--- config.mk ---
export PLATFORM = sky130hd
export DESIGN_NAME = uart_tx_cfg_flat
export DESIGN_NICKNAME = d
export VERILOG_FILES = /design/src/rtl/uart_pkg.sv /design/src/rtl/uart_tx_cfg_if.sv /design/src/rtl/uart_baud_gen.sv /design/src/rtl/uart_tx_cfg.sv /design/src/flat_wrapper.sv
export SDC_FILE = /design/constraint.sdc
export NUM_CORES = 1
export LEC_CHECK = 0
export ABC_AREA = 1
export CORE_MARGIN = 2
export CORE_UTILIZATION = 44
export DETAILED_ROUTE_END_ITERATION = 6
export PLACE_DENSITY_LB_ADDON = 0.25
export SKIP_LAST_GASP = 1
export SYNTH_ARGS = -nofsm -noshare
export SYNTH_HDL_FRONTEND = slang
export SYNTH_SLANG_ARGS = --single-unit
--- constraint.sdc ---
create_clock -name CLK50MHZ -period 2.4 [get_ports CLK50MHZ]
set_input_delay 0.48 -clock CLK50MHZ [delete_from_list [all_inputs] [get_ports CLK50MHZ]]
set_output_delay 0.48 -clock CLK50MHZ [all_outputs]
set_load 0.005 [all_outputs]
--- src/rtl/uart_pkg.sv ---
// Shared definitions for the configurable UART: parity codes, the transmitter
// state encoding and the clocks-per-bit calculation.
package uart_pkg;

  localparam int PAR_NONE = 0;
  localparam int PAR_ODD  = 1;
  localparam int PAR_EVEN = 2;

  typedef enum logic [2:0] {
    S_IDLE,
    S_START,
    S_DATA,
    S_PARITY,
    S_STOP
  } txState_t;

  // Rounded clocks per bit; the rounding keeps the baud error under half a clock.
  function automatic int calcDiv(input int freq, input int baud);
    return (freq + baud / 2) / baud;
  endfunction

endpackage

--- src/rtl/uart_tx_cfg_if.sv ---
// Request/status bundle between an on-chip producer (master) and the UART
// transmitter (slave), including the serial line itself.
interface uart_tx_cfg_if #(
  parameter int DATA_BITS = 8
);

  logic                 TxD_start;
  logic [DATA_BITS-1:0] TxD_data;
  logic                 TxD;
  logic                 TxD_busy;
  logic                 TxD_idle;

  modport master (
    output TxD_start, TxD_data,
    input  TxD, TxD_busy, TxD_idle
  );

  modport slave (
    input  TxD_start, TxD_data,
    output TxD, TxD_busy, TxD_idle
  );

endinterface

--- src/rtl/uart_baud_gen.sv ---
// Bit-time generator: counts 0..DIV-1 and flags the last clock of each bit.
// A synchronous restart re-aligns the bit grid to a frame start.
module uart_baud_gen import uart_pkg::*; #(
  parameter int FREQ = 50000000,
  parameter int BAUD = 115200,
  localparam int DIV = calcDiv(FREQ, BAUD),
  localparam int CNT_W = $clog2(DIV)
) (
  input  logic             clock,
  input  logic             resetN,
  input  logic             restart,
  output logic [CNT_W-1:0] count,
  output logic             tick
);

  assign tick = (count == CNT_W'(DIV - 1));

  always_ff @(posedge clock or negedge resetN) begin
    if (!resetN) begin
      count <= '0;
    end else if (restart || tick) begin
      count <= '0;
    end else begin
      count <= count + 1'b1;
    end
  end

endmodule

--- src/rtl/uart_tx_cfg.sv ---
// Configurable UART transmitter (5-9 data bits, none/odd/even parity, 1-2 stop bits).
// Define UART_TX_FIFO_EN to queue requests in a FIFO_DEPTH-entry FIFO.
module uart_tx_cfg import uart_pkg::*; #(
  parameter int FREQ       = 50000000,
  parameter int BAUD       = 115200,
  parameter int DATA_BITS  = 8,
  parameter int PARITY     = 0,
  parameter int STOP_BITS  = 1,
  parameter int FIFO_DEPTH = 4
) (
  input  logic          CLK50MHZ,
  input  logic          RST_N,
  uart_tx_cfg_if.slave  txIf
);

  localparam int DIV   = calcDiv(FREQ, BAUD);
  localparam int CNT_W = $clog2(DIV);
  localparam int BIT_W = 4;

  txState_t             state, stateNext;
  logic [DATA_BITS-1:0] shiftReg, shiftNext;
  logic [BIT_W-1:0]     bitCnt, bitCntNext;
  logic                 txdReg, txdNext;
  logic                 parityReg, parityNext;
  logic                 accept;
  logic [DATA_BITS-1:0] loadData;
  logic                 bitEnd;
  logic                 queueEmpty;
  logic                 queueFull;

  // Bit phase is only consumed by the receiver's mid-bit sampling.
  logic [CNT_W-1:0]     baudPhaseUnused;

  uart_baud_gen #(
    .FREQ (FREQ),
    .BAUD (BAUD)
  ) baudGen (
    .clock   (CLK50MHZ),
    .resetN  (RST_N),
    .restart (accept),
    .count   (baudPhaseUnused),
    .tick    (bitEnd)
  );

`ifdef UART_TX_FIFO_EN
  localparam int PTR_W = $clog2(FIFO_DEPTH);

  logic [DATA_BITS-1:0] fifoMem [FIFO_DEPTH];
  logic [PTR_W:0]       wrPtr, rdPtr;
  logic                 push, pop;

  // Extra wrap bit separates full from empty when the index bits match.
  assign queueEmpty = (wrPtr == rdPtr);
  assign queueFull  = (wrPtr[PTR_W] != rdPtr[PTR_W]) &&
                      (wrPtr[PTR_W-1:0] == rdPtr[PTR_W-1:0]);
  assign pop        = (state == S_IDLE) && !queueEmpty;
  assign push       = txIf.TxD_start && (!queueFull || pop);
  assign accept     = pop;
  assign loadData   = fifoMem[rdPtr[PTR_W-1:0]];

  always_ff @(posedge CLK50MHZ) begin
    if (push) begin
      fifoMem[wrPtr[PTR_W-1:0]] <= txIf.TxD_data;
    end
  end

  always_ff @(posedge CLK50MHZ or negedge RST_N) begin
    if (!RST_N) begin
      wrPtr <= '0;
      rdPtr <= '0;
    end else begin
      if (push) begin
        wrPtr <= wrPtr + 1'b1;
      end
      if (pop) begin
        rdPtr <= rdPtr + 1'b1;
      end
    end
  end

  assign txIf.TxD_busy = queueFull;
`else
  // Queue depth only matters when the FIFO is built.
  logic [$clog2(FIFO_DEPTH):0] fifoDepthUnused;
  assign fifoDepthUnused = '0;

  assign queueEmpty    = 1'b1;
  assign queueFull     = 1'b0;
  assign accept        = txIf.TxD_start && (state == S_IDLE);
  assign loadData      = txIf.TxD_data;
  assign txIf.TxD_busy = (state != S_IDLE) || queueFull;
`endif

  assign txIf.TxD      = txdReg;
  assign txIf.TxD_idle = (state == S_IDLE) && queueEmpty;

  // Next line level is decided here so TxD is a flop and moves on the deciding edge.
  always_comb begin
    stateNext  = state;
    shiftNext  = shiftReg;
    bitCntNext = bitCnt;
    txdNext    = txdReg;
    parityNext = parityReg;
    case (state)
      S_IDLE: begin
        txdNext = 1'b1;
        if (accept) begin
          stateNext  = S_START;
          txdNext    = 1'b0;
          shiftNext  = loadData;
          bitCntNext = '0;
          parityNext = (PARITY == PAR_ODD) ? ~(^loadData) : (^loadData);
        end
      end
      S_START: begin
        if (bitEnd) begin
          stateNext  = S_DATA;
          txdNext    = shiftReg[0];
          shiftNext  = shiftReg >> 1;
          bitCntNext = '0;
        end
      end
      S_DATA: begin
        if (bitEnd) begin
          if (bitCnt == BIT_W'(DATA_BITS - 1)) begin
            bitCntNext = '0;
            if (PARITY != PAR_NONE) begin
              stateNext = S_PARITY;
              txdNext   = parityReg;
            end else begin
              stateNext = S_STOP;
              txdNext   = 1'b1;
            end
          end else begin
            bitCntNext = bitCnt + 1'b1;
            txdNext    = shiftReg[0];
            shiftNext  = shiftReg >> 1;
          end
        end
      end
      S_PARITY: begin
        if (bitEnd) begin
          stateNext  = S_STOP;
          txdNext    = 1'b1;
          bitCntNext = '0;
        end
      end
      S_STOP: begin
        if (bitEnd) begin
          if (bitCnt == BIT_W'(STOP_BITS - 1)) begin
            stateNext = S_IDLE;
          end else begin
            bitCntNext = bitCnt + 1'b1;
          end
        end
      end
      default: begin
        stateNext = S_IDLE;
        txdNext   = 1'b1;
      end
    endcase
  end

  always_ff @(posedge CLK50MHZ or negedge RST_N) begin
    if (!RST_N) begin
      state     <= S_IDLE;
      shiftReg  <= '0;
      bitCnt    <= '0;
      txdReg    <= 1'b1;
      parityReg <= 1'b0;
    end else begin
      state     <= stateNext;
      shiftReg  <= shiftNext;
      bitCnt    <= bitCntNext;
      txdReg    <= txdNext;
      parityReg <= parityNext;
    end
  end

endmodule
--- src/flat_wrapper.sv ---
// flat-port wrapper written by rule: the top's interface ports become plain ports
module uart_tx_cfg_flat import uart_pkg::*;
#(
  parameter int FREQ       = 50000000,
  parameter int BAUD       = 115200,
  parameter int DATA_BITS  = 8,
  parameter int PARITY     = 0,
  parameter int STOP_BITS  = 1,
  parameter int FIFO_DEPTH = 4
)
  (CLK50MHZ, RST_N, txIf_TxD_start, txIf_TxD_data, txIf_TxD, txIf_TxD_busy, txIf_TxD_idle);
  uart_tx_cfg_if #(.DATA_BITS(DATA_BITS)) txIf_i ();
  input  logic CLK50MHZ;
  input  logic RST_N;
  input wire logic [$bits(txIf_i.TxD_start)-1:0] txIf_TxD_start;
  input wire logic [$bits(txIf_i.TxD_data)-1:0] txIf_TxD_data;
  output wire logic [$bits(txIf_i.TxD)-1:0] txIf_TxD;
  output wire logic [$bits(txIf_i.TxD_busy)-1:0] txIf_TxD_busy;
  output wire logic [$bits(txIf_i.TxD_idle)-1:0] txIf_TxD_idle;
  assign txIf_i.TxD_start = txIf_TxD_start;
  assign txIf_i.TxD_data = txIf_TxD_data;
  assign txIf_TxD = txIf_i.TxD;
  assign txIf_TxD_busy = txIf_i.TxD_busy;
  assign txIf_TxD_idle = txIf_i.TxD_idle;
  uart_tx_cfg #(.FREQ(FREQ), .BAUD(BAUD), .DATA_BITS(DATA_BITS), .PARITY(PARITY), .STOP_BITS(STOP_BITS), .FIFO_DEPTH(FIFO_DEPTH)) u_core (.CLK50MHZ(CLK50MHZ), .RST_N(RST_N), .txIf(txIf_i));
endmodule
==> Word level (Yosys, flattened, before mapping) <==
Index checks and enable logic that the tools add are counted.
{ "totals": {"input_bits": 11, "output_inout_bits": 3, "register_bits": 25, "elab_cells": 63} }
{ "op_classes": {"addsub": 2, "n_reduce_logical": 12, "muxes": 27, "n_bitwise": 1, "n_eq_ne": 16} }
{ "op_table": {"columns": ["op", "count"], "rows": [
  ["2-to-1 mux 8 bit", 4],
  ["2-to-1 mux 4 bit", 6],
  ["case mux 8 bit (3 select lines)", 1],
  ["2-to-1 mux 3 bit", 7],
  ["case mux 4 bit (4 select lines)", 1],
  ["case mux 3 bit (5 select lines)", 1],
  ["!= test 2 bit (second input constant)", 6],
  ["adder 9 x 1 -> 9 bit (second input constant)", 1],
  ["equality test 9 bit (second input constant)", 1],
  ["2-to-1 mux 9 bit", 1],
  ["!= test 2 x 1 -> 1 bit (second input constant)", 4],
  ["AND reduction 7 bit", 1],
  ["equality test 3 x 2 -> 1 bit (second input constant)", 2],
  ["AND reduction 6 bit", 1],
  ["nonzero test 3 bit", 2],
  ["2-to-1 mux 1 bit", 5],
  ["case mux 1 bit (5 select lines)", 1],
  ["AND reduction 5 bit", 1],
  ["adder 4 x 1 -> 4 bit (second input constant)", 1],
  ["equality test 4 x 3 -> 1 bit (second input constant)", 1],
  ["logical NOT 4 bit", 1],
  ["AND reduction 4 bit", 1],
  ["nonzero test 4 bit", 1],
  ["equality test 3 x 1 -> 1 bit (second input constant)", 1],
  ["other kinds (6)", 6]
]} }

==> Depth between registers and ports, before layout <==
{ "depth": {"ltp_word": 4, "ltp_mapped": 10, "mapped_depth_nobuf": 10} }

==> By module <==
Synthesis repeated with hierarchy kept, for this count alone.
{ "unflattened": {"hier_cells": 208, "hier_area_um2": 1541.5} }
{ "modules_own_cells": {"columns": ["mod", "cells_per_inst", "area_each_um2", "instances", "seq_area_each_um2"], "rows": [
  ["uart_tx_cfg", 140, 1038.5, 1, 401.6],
  ["uart_baud_gen", 68, 503.0, 1, 225.2]
]} }

==> Worst setup path after synthesis <==
No wires, ideal clock.
{ "synth_timing": {"path_type": "register to register", "start": "reg u_core.baudGen.count[1]", "end": "reg u_core.state[1]", "synth_period_minus_slack_ns": 1.375, "path_buffers": 0, "path_stages_with_launch": 10, "slack_ns": 1.025, "setup_ns": 0.123, "arrival_ns": 1.252, "required_time_ns": 2.277, "path_cell_list": "dfrtp_1 > inv_1 > ha_1 > nand2_1 > nor2_1 > nand2_1 > nand2_2 > nand2_1 > o21ai_0 > nand2_1"} }
{ "synth_between": {"elab_chain_len": 3, "word_cells_on_any_way": 6, "cone_classes": "eq/ne (5); reduce/logical (1)"} }
{ "synth_lines": {"columns": ["item", "line", "text"], "rows": [
  ["start, declared", "uart_baud_gen.sv:12", "output logic [CNT_W-1:0] count,"],
  ["start signal, assigned", "uart_baud_gen.sv:24", "count <= count + 1'b1;"],
  ["equality test 9 bit *", "uart_baud_gen.sv:16", "assign tick = (count == CNT_W'(DIV - 1));"],
  ["!= test 2 bit (no line)", null, null],
  ["AND reduction 7 bit (no line) *", null, null],
  ["end signal, assigned", "uart_tx_cfg.sv:172", "state <= stateNext;"],
  ["end, declared", "uart_tx_cfg.sv:20", "txState_t state, stateNext;"]
]} }
Every way passes the cells marked *; elsewhere a longest branch is shown, timed or not.
A chain may end at the register's enable or synchronous reset.

==> Final worst setup path <==
{ "layout_timing": {"start": "reg u_core.state[1]", "end": "out txIf_TxD_idle"} }
{ "layout_between": {"elab_chain_len": 1} }
{ "layout_lines": {"columns": ["item", "line", "text"], "rows": [
  ["logical NOT 3 bit", "uart_tx_cfg.sv:95", "assign txIf.TxD_idle = (state == S_IDLE) && queueEmpty;"],
  ["end, declared", "flat_wrapper.sv:19", "output wire logic [$bits(txIf_i.TxD_idle)-1:0] txIf_TxD_idle;"]
]} }
Every way passes these cells.

==> reports/results.ini <==
[status]
status = complete, no violations

[synth]
synthMuxAreaShare_pct = 0
synthTopCellsByArea = dfrtp_1, nand2_1, nand3_1
avgSynthCellArea_um2 = 7.04
synthAdderAreaFrac_pct = 3.42
async_reset_ff_share_pct = 100
synth_xor_xnor_area_share_pct = 0.598
yosysMostFrequentCell = nand2_1
syn_area_um2 = 1470
synth-seq-cells = 25
synth_cell_type_count = 23
synthDominantCellAreaShare_pct = 41.0
ys_warn_count = 0
synthSimpleGateAreaFrac_pct = 41.9
synth_seq_area_share_pct = 42.8
synth_common_cells = nand2_1, dfrtp_1, nor2_1, inv_1, nand3_1
synth_top_family_by_area = simple AND/OR/NAND/NOR gates
synthCells = 208
synth-main-ff-cell = dfrtp_1
synth_compound_area_share_pct = 4.10
synth_top_cell_by_area = dfrtp_1
synth_nets = 223
synth_edf_count = 0

[cts]
cts_sinks = 25
clockRootBuffer = clkbuf_4
clkTransAtPathRegs_ns = 0.14
clk_latency_ns = 0.33
clk_path_buf_depth = 2
numCtsBuffers = 3
htreeDepth = 1
cts_tree = built
cts_hold_buf = 0
cts_resized = 0
cts_setup_buffers = 0

[placement]
io_buffers = 13
dpl_cell_area_um2 = 1650
dp_hpwl_um = 2120
gp_congestion = 0.831

[critical_path]
cp.arrival_ns = 1.65
path_cells = nor2_1 -> nand2_1 -> inv_2 -> clkdlybuf4s50_1
start_kind = register
crit_path_end_kind = output pin
r2r-start = u_core.state[2]
crit_fanout = 6
required_ns = 1.92
reg2regPathDepth = 8
critPathMaxStageDelay_ns = 0.49
critPathKind = register to output pin
reg2reg_to = u_core.shiftReg[1]
critPathBufInv = 2
cp_top_family = buffers and inverters
slowest_stage = clkdlybuf4s50_1
rrSetupSlack_ns = 0.76

[sta]
tns_ns = 0
slew_headroom_pct = 78.6
worst_slew_pin_slew_ns = 0.321
post-route-period-util_pct = 88.6
fin_crit_ns = 2.13
rsz0062_at_grt = false
fmax_mhz = 470
finalSetupViolations = 0
finalHoldViolations = 0
skew_ns = 0.00776
report.final.slew_viol_count = 0

[floorplan]
rows = 20
coreArea_um2 = 3100
die-height_um = 61.7
io_pins = 14
die_w_um = 61.7
initial_core_util_pct = 47.2
dieArea_um2 = 3810

[grt]
grt_max_degree = 26
antenna_found_initial = 0
grt-ovfl-total = 0
grt_pass1_vias = 1121
grt_usage_pct = 16.5
grt_pass1_wl_um = 4670

[cells_and_area]
area_delta_synth_final_pct = 14.6
final_cell_area_um2 = 1680
fillers = 344
drive_above_1_share_pct = 10.2
nNetsFinal = 241
n_antenna_cell = 0

[power_and_ir_drop]
leakagePower_uw = 0.000899
vdd_drop_max_uv = 178
powerDensity_nw_per_um2 = 383
p_total_uw = 643

[min_path]
hold_path_class = input pin to async pin

[routing]
drcViolationCount = 0
viasPerCell = 4.65
dr.first_iter.drc_count = 54
drtPass1Iterations = 4
wl_per_cell_um = 10.3
vias = 1252
postRouteAntennaNets = 0
wl_um = 2760

[job]
maxCapViolations = 0

metal layers:
metal	vias to the layer above	track usage, %	part of all wire (%)
li1	681	-	-
met1	553	21.2	48
met2	13	28.6	48
met3	5	2.48	2.5
met4	0	5.47	1.6
met5	-	0	0
placed cells by master, fill, tap and decap left out, types with 2 or more instances in the layout:
| master | count |
|---|---|
| nor3_1 | 3 |
| clkbuf_4 | 3 |
| dfrtp_1 | 24 |
| nor2_1 | 21 |
| a21oi_1 | 4 |
| ha_1 | 4 |
| nor2_2 | 4 |
| inv_2 | 4 |
| clkdlybuf4s50_1 | 13 |
| buf_4 | 2 |
| nand2_1 | 85 |
| o21ai_0 | 7 |
| inv_1 | 18 |
| nand2_2 | 4 |
| nand3_1 | 17 |
| nand3_2 | 2 |
| nor3b_1 | 2 |
stage by stage:
stage | hold WS (ns) | cells | setup slack (ns) | util, %
global route | 0.524 | 269 | 0.205 | 54.1
detailed placement | 0.466 | 265 | 0.642 | 53.1
floorplan | 0.184 | 208 | 1.03 | -
finish | 0.489 | 269 | 0.273 | 54.1
global placement | 0.463 | 265 | 0.693 | 53.1
CTS | 0.493 | 269 | 0.259 | 54.1
power breakdown:
group          leakage, uW  switching (uW)  internal [uW]  total (uW)
Clock            0.0000139             132           63.9         196
Combinational     0.000559            10.4           15.2        25.6
Sequential        0.000326               0            421         421
Total             0.000899             143            501         643
cell families after synthesis:
| family | after synthesis |
|---|---|
| buffers and inverters | 25 |
| AND/OR/NAND/NOR | 141 |
| flip-flops | 25 |
| AO/OA/AOI/OAI | 12 |
| XOR/XNOR | 1 |
| adder cells (fa/ha/maj) | 4 |
how the worst max path moves through the flow:
stage	cells past startpoint	startpoint	slack (ns)	end
after global placement	4	u_core.state[1]	0.69	txIf_TxD_idle
final	4	u_core.state[1]	0.27	txIf_TxD_idle
after detailed placement	4	u_core.state[1]	0.64	txIf_TxD_idle
after floorplan	9	u_core.baudGen.count[1]	1.03	u_core.state[1]
after CTS	4	u_core.state[1]	0.26	txIf_TxD_idle
after global routing	4	u_core.state[1]	0.21	txIf_TxD_idle
layout make-up:
type	instances	area, um2	share of cell area, %
clock inverter	1	7.51	0.447
sequential	25	627	37.3
multi-input combinational	158	733	43.7
tap	44	55.1	3.28
clock buffer	3	22.5	1.34
timing repair buffer	15	145	8.64
inverter	23	88.8	5.29
state kept, by name (all words and copies together) (netlist names):
signal and count:
u_core.shiftReg 8, u_core.bitCnt 4, u_core.txIf.TxD 1, u_core.state 3
u_core.baudGen.count 9
Power figures use the tool's default switching activity.
==> edit: new RTL, same settings <==
`BAUD` is set to 115200 in 3 places; all go to 57600.
--- a/src/rtl/uart_baud_gen.sv
+++ b/src/rtl/uart_baud_gen.sv
@@ -2,7 +2,7 @@
 // A synchronous restart re-aligns the bit grid to a frame start.
 module uart_baud_gen import uart_pkg::*; #(
   parameter int FREQ = 50000000,
-  parameter int BAUD = 115200,
+  parameter int BAUD = 57600,
   localparam int DIV = calcDiv(FREQ, BAUD),
   localparam int CNT_W = $clog2(DIV)
 ) (
--- a/src/rtl/uart_tx_cfg.sv
+++ b/src/rtl/uart_tx_cfg.sv
@@ -2,7 +2,7 @@
 // Define UART_TX_FIFO_EN to queue requests in a FIFO_DEPTH-entry FIFO.
 module uart_tx_cfg import uart_pkg::*; #(
   parameter int FREQ       = 50000000,
-  parameter int BAUD       = 115200,
+  parameter int BAUD       = 57600,
   parameter int DATA_BITS  = 8,
   parameter int PARITY     = 0,
   parameter int STOP_BITS  = 1,
--- a/src/flat_wrapper.sv
+++ b/src/flat_wrapper.sv
@@ -2,7 +2,7 @@
 module uart_tx_cfg_flat import uart_pkg::*;
 #(
   parameter int FREQ       = 50000000,
-  parameter int BAUD       = 115200,
+  parameter int BAUD       = 57600,
   parameter int DATA_BITS  = 8,
   parameter int PARITY     = 0,
   parameter int STOP_BITS  = 1,
Check against the original RTL: same outputs for any inputs over 10 cycles, from zero or initial values and one cycle with RST_N low; that may be too few to reach the edited logic, so the function may still have changed.
==> edit against the original RTL <==
- synthesized area stayed put
- design area increased by 0.22%
- die area is the same
- setup slack worse by 74 ps
- sequential cell count rose by 1
- routed wire length is 1.8% higher
- count of clock-buffer cells in the layout up 1
- worst hold slack worse by 6.7 ps
- utilization is 0.12 points higher
- non-clock buffer count fell by 1
Power is not compared: it rests on default switching activity, and its combinational part moved more than twofold at a synthesized area within 25%.
==> edit: results (changes against the original RTL) <==
status=completed; Hold Path End=u_core.txIf.TxD; P_leak=0.000878 uW; Setup Skew=4.73 ps (-3.04 ps); Placed Area=1650 um^2 (-0.15%); max_cap viols=0 (unchanged); Root Buffer=clkbuf_4; Fill cells=319 (-7.3%); syn_nets=209 (-6.3%); post-detail-place hpwl=2100 um (-1.2%); post-CTS setup buffers=0 (unchanged); FF-to-FF End=u_core.shiftReg[1]; routability-driven placement congestion ratio=0.831 (about the same); initial drt markers=60 (+11%); ratio of cells with drive above 1 in the final layout=0.0943 (-0.00788); number of synthesis warnings=0 (unchanged); worst hold path type=flip-flop to flip-flop; Worst VDD drop=0.733 mV; actual slew at the worst max-slew pin=417 ps (+96.3 ps); CTS resizes=0 (unchanged); Setup violations, final=0 (unchanged); Placed Cells=252 (-4.9%); sequential-to-total area share from yosys stat=0.445 (+0.0171); Synth cell types=25 (+8.7%); first-pass GRT wire length=4830 um (+3.4%); Largest regs=u_core.baudGen.count: 10 flops, u_core.shiftReg: 8 flops, u_core.bitCnt: 4 flops; GR Util met1=0.239 (+0.0267); 1st-pass router iterations=4 (unchanged); global routing usage on met3=0.0290 (+0.00414); met2 Resource Use GR=0.278 (-0.00752); # H-tree levels=1 (unchanged); nets=227 (-5.8%); clock-pin slew on the worst setup and hold paths=150 ps; top post-synthesis cells by area=dfrtp_1 (43%), nand2_1 (21%), nor2_1 (5.9%); wire per inst=11.0 um (+6.9%); worst-path maximum fanout=6 (unchanged); commonest cells in the netlist=nand2_1 (82), dfrtp_1 (25), nor2_1 (23), inv_1 (13), nand3_1 (12); hold depth=2; Global Route Usage Sum=0.172 (+0.00650); clk_lat worst skew=330 ps (about the same); asr flop ratio synth=1.00 (unchanged); Critical Path AT=1720 ps (+70 ps); count of buffers from port buffering=13 (unchanged); Post-synth top flop=dfrtp_1; R2R depth=9 (+1); Mean Syn Cell Area=7.51 um^2 (+6.7%); final wirelength=2810 um (+1.8%); hold_sp=u_core.txIf.TxD; ANT cells=0 (unchanged); Final Cell Area=1680 um^2 (+0.22%); vias in the first global route=1138 (+1.5%); Num CTS Buffers=3 (unchanged); largest net degree at the start of global routing=27 (+3.8%); initial antenna violation count=0 (unchanged); reg2reg start=u_core.bitCnt[0]; Max Buffers Root-to-Sink=2 (unchanged); via count=1242 (-0.80%); reg-to-reg slack, setup=680 ps (-80 ps)
edit: changes by cell type after synthesis, moves of 2 or more:
cell	unedited run	this run
nor2_1	21	23
nand4_1	1	3
o21ai_0	7	4
nand2_1	85	82
nor2_2	4	1
nand3_1	17	12
inv_1	18	13
xor2_1	1	3
nand2_4	0	4
nand2_2	4	0
nor3b_1	2	0
edit: metrics by stage:
stage / power (uW) / hold WS, ps / setup slack [ps]
6_report: 1900 / 482 / 198
5_1_grt: 2100 / 514 / 98.5
4_1_cts: 1910 / 483 / 192
3_5_place_dp: 1670 / 460 / 478
3_3_place_gp: 1650 / 457 / 525
2_1_floorplan: 1440 / 184 / 881
edit: how the worst max path moves through the flow:
stage	to	startpoint	slack [ps]
3_5_place_dp	u_core.shiftReg[1]	txIf_TxD_start	480
4_1_cts	txIf_TxD_idle	u_core.state[0]	190
5_1_grt	txIf_TxD_idle	u_core.state[0]	100
2_1_floorplan	u_core.shiftReg[0]	u_core.bitCnt[0]	880
3_3_place_gp	u_core.shiftReg[7]	txIf_TxD_start	520
6_report	txIf_TxD_idle	u_core.state[0]	200
edit: cell type report:
class | instances | share of cell area
Clock buffer | 4 | 0.0216
Inverter | 17 | 0.0379
Multi-Input combinational cell | 151 | 0.439
Sequential cell | 26 | 0.387
Tap cell | 44 | 0.0327
Timing Repair Buffer | 14 | 0.0818
edit: cells by family after synthesis:
group / synth area share
AND/OR/NAND/NOR: 0.408
flip-flops: 0.445
buffers and inverters: 0.0512
AO/OA/AOI/OAI: 0.0461
XOR/XNOR: 0.0239
adder cells (fa/ha/maj): 0.0256
edit: power by group:
group	total (uW)	switching, uW	internal, uW
registers	700	120	580
clock network	231	138	92.9
logic	967	610	358
edit: routing by layer:
layer  up-vias  routed length, um
li1        647                  -
met1       574               1380
met2        17               1320
met3         4                 78
met4         0                 27
met5         -                  0
edit: critical path, cell delays in order (launching register included):
cell             delay (ps)
dfrtp_1                 500
inv_2                   110
nand2_4                  80
nor2_1                  170
clkdlybuf4s50_1         540
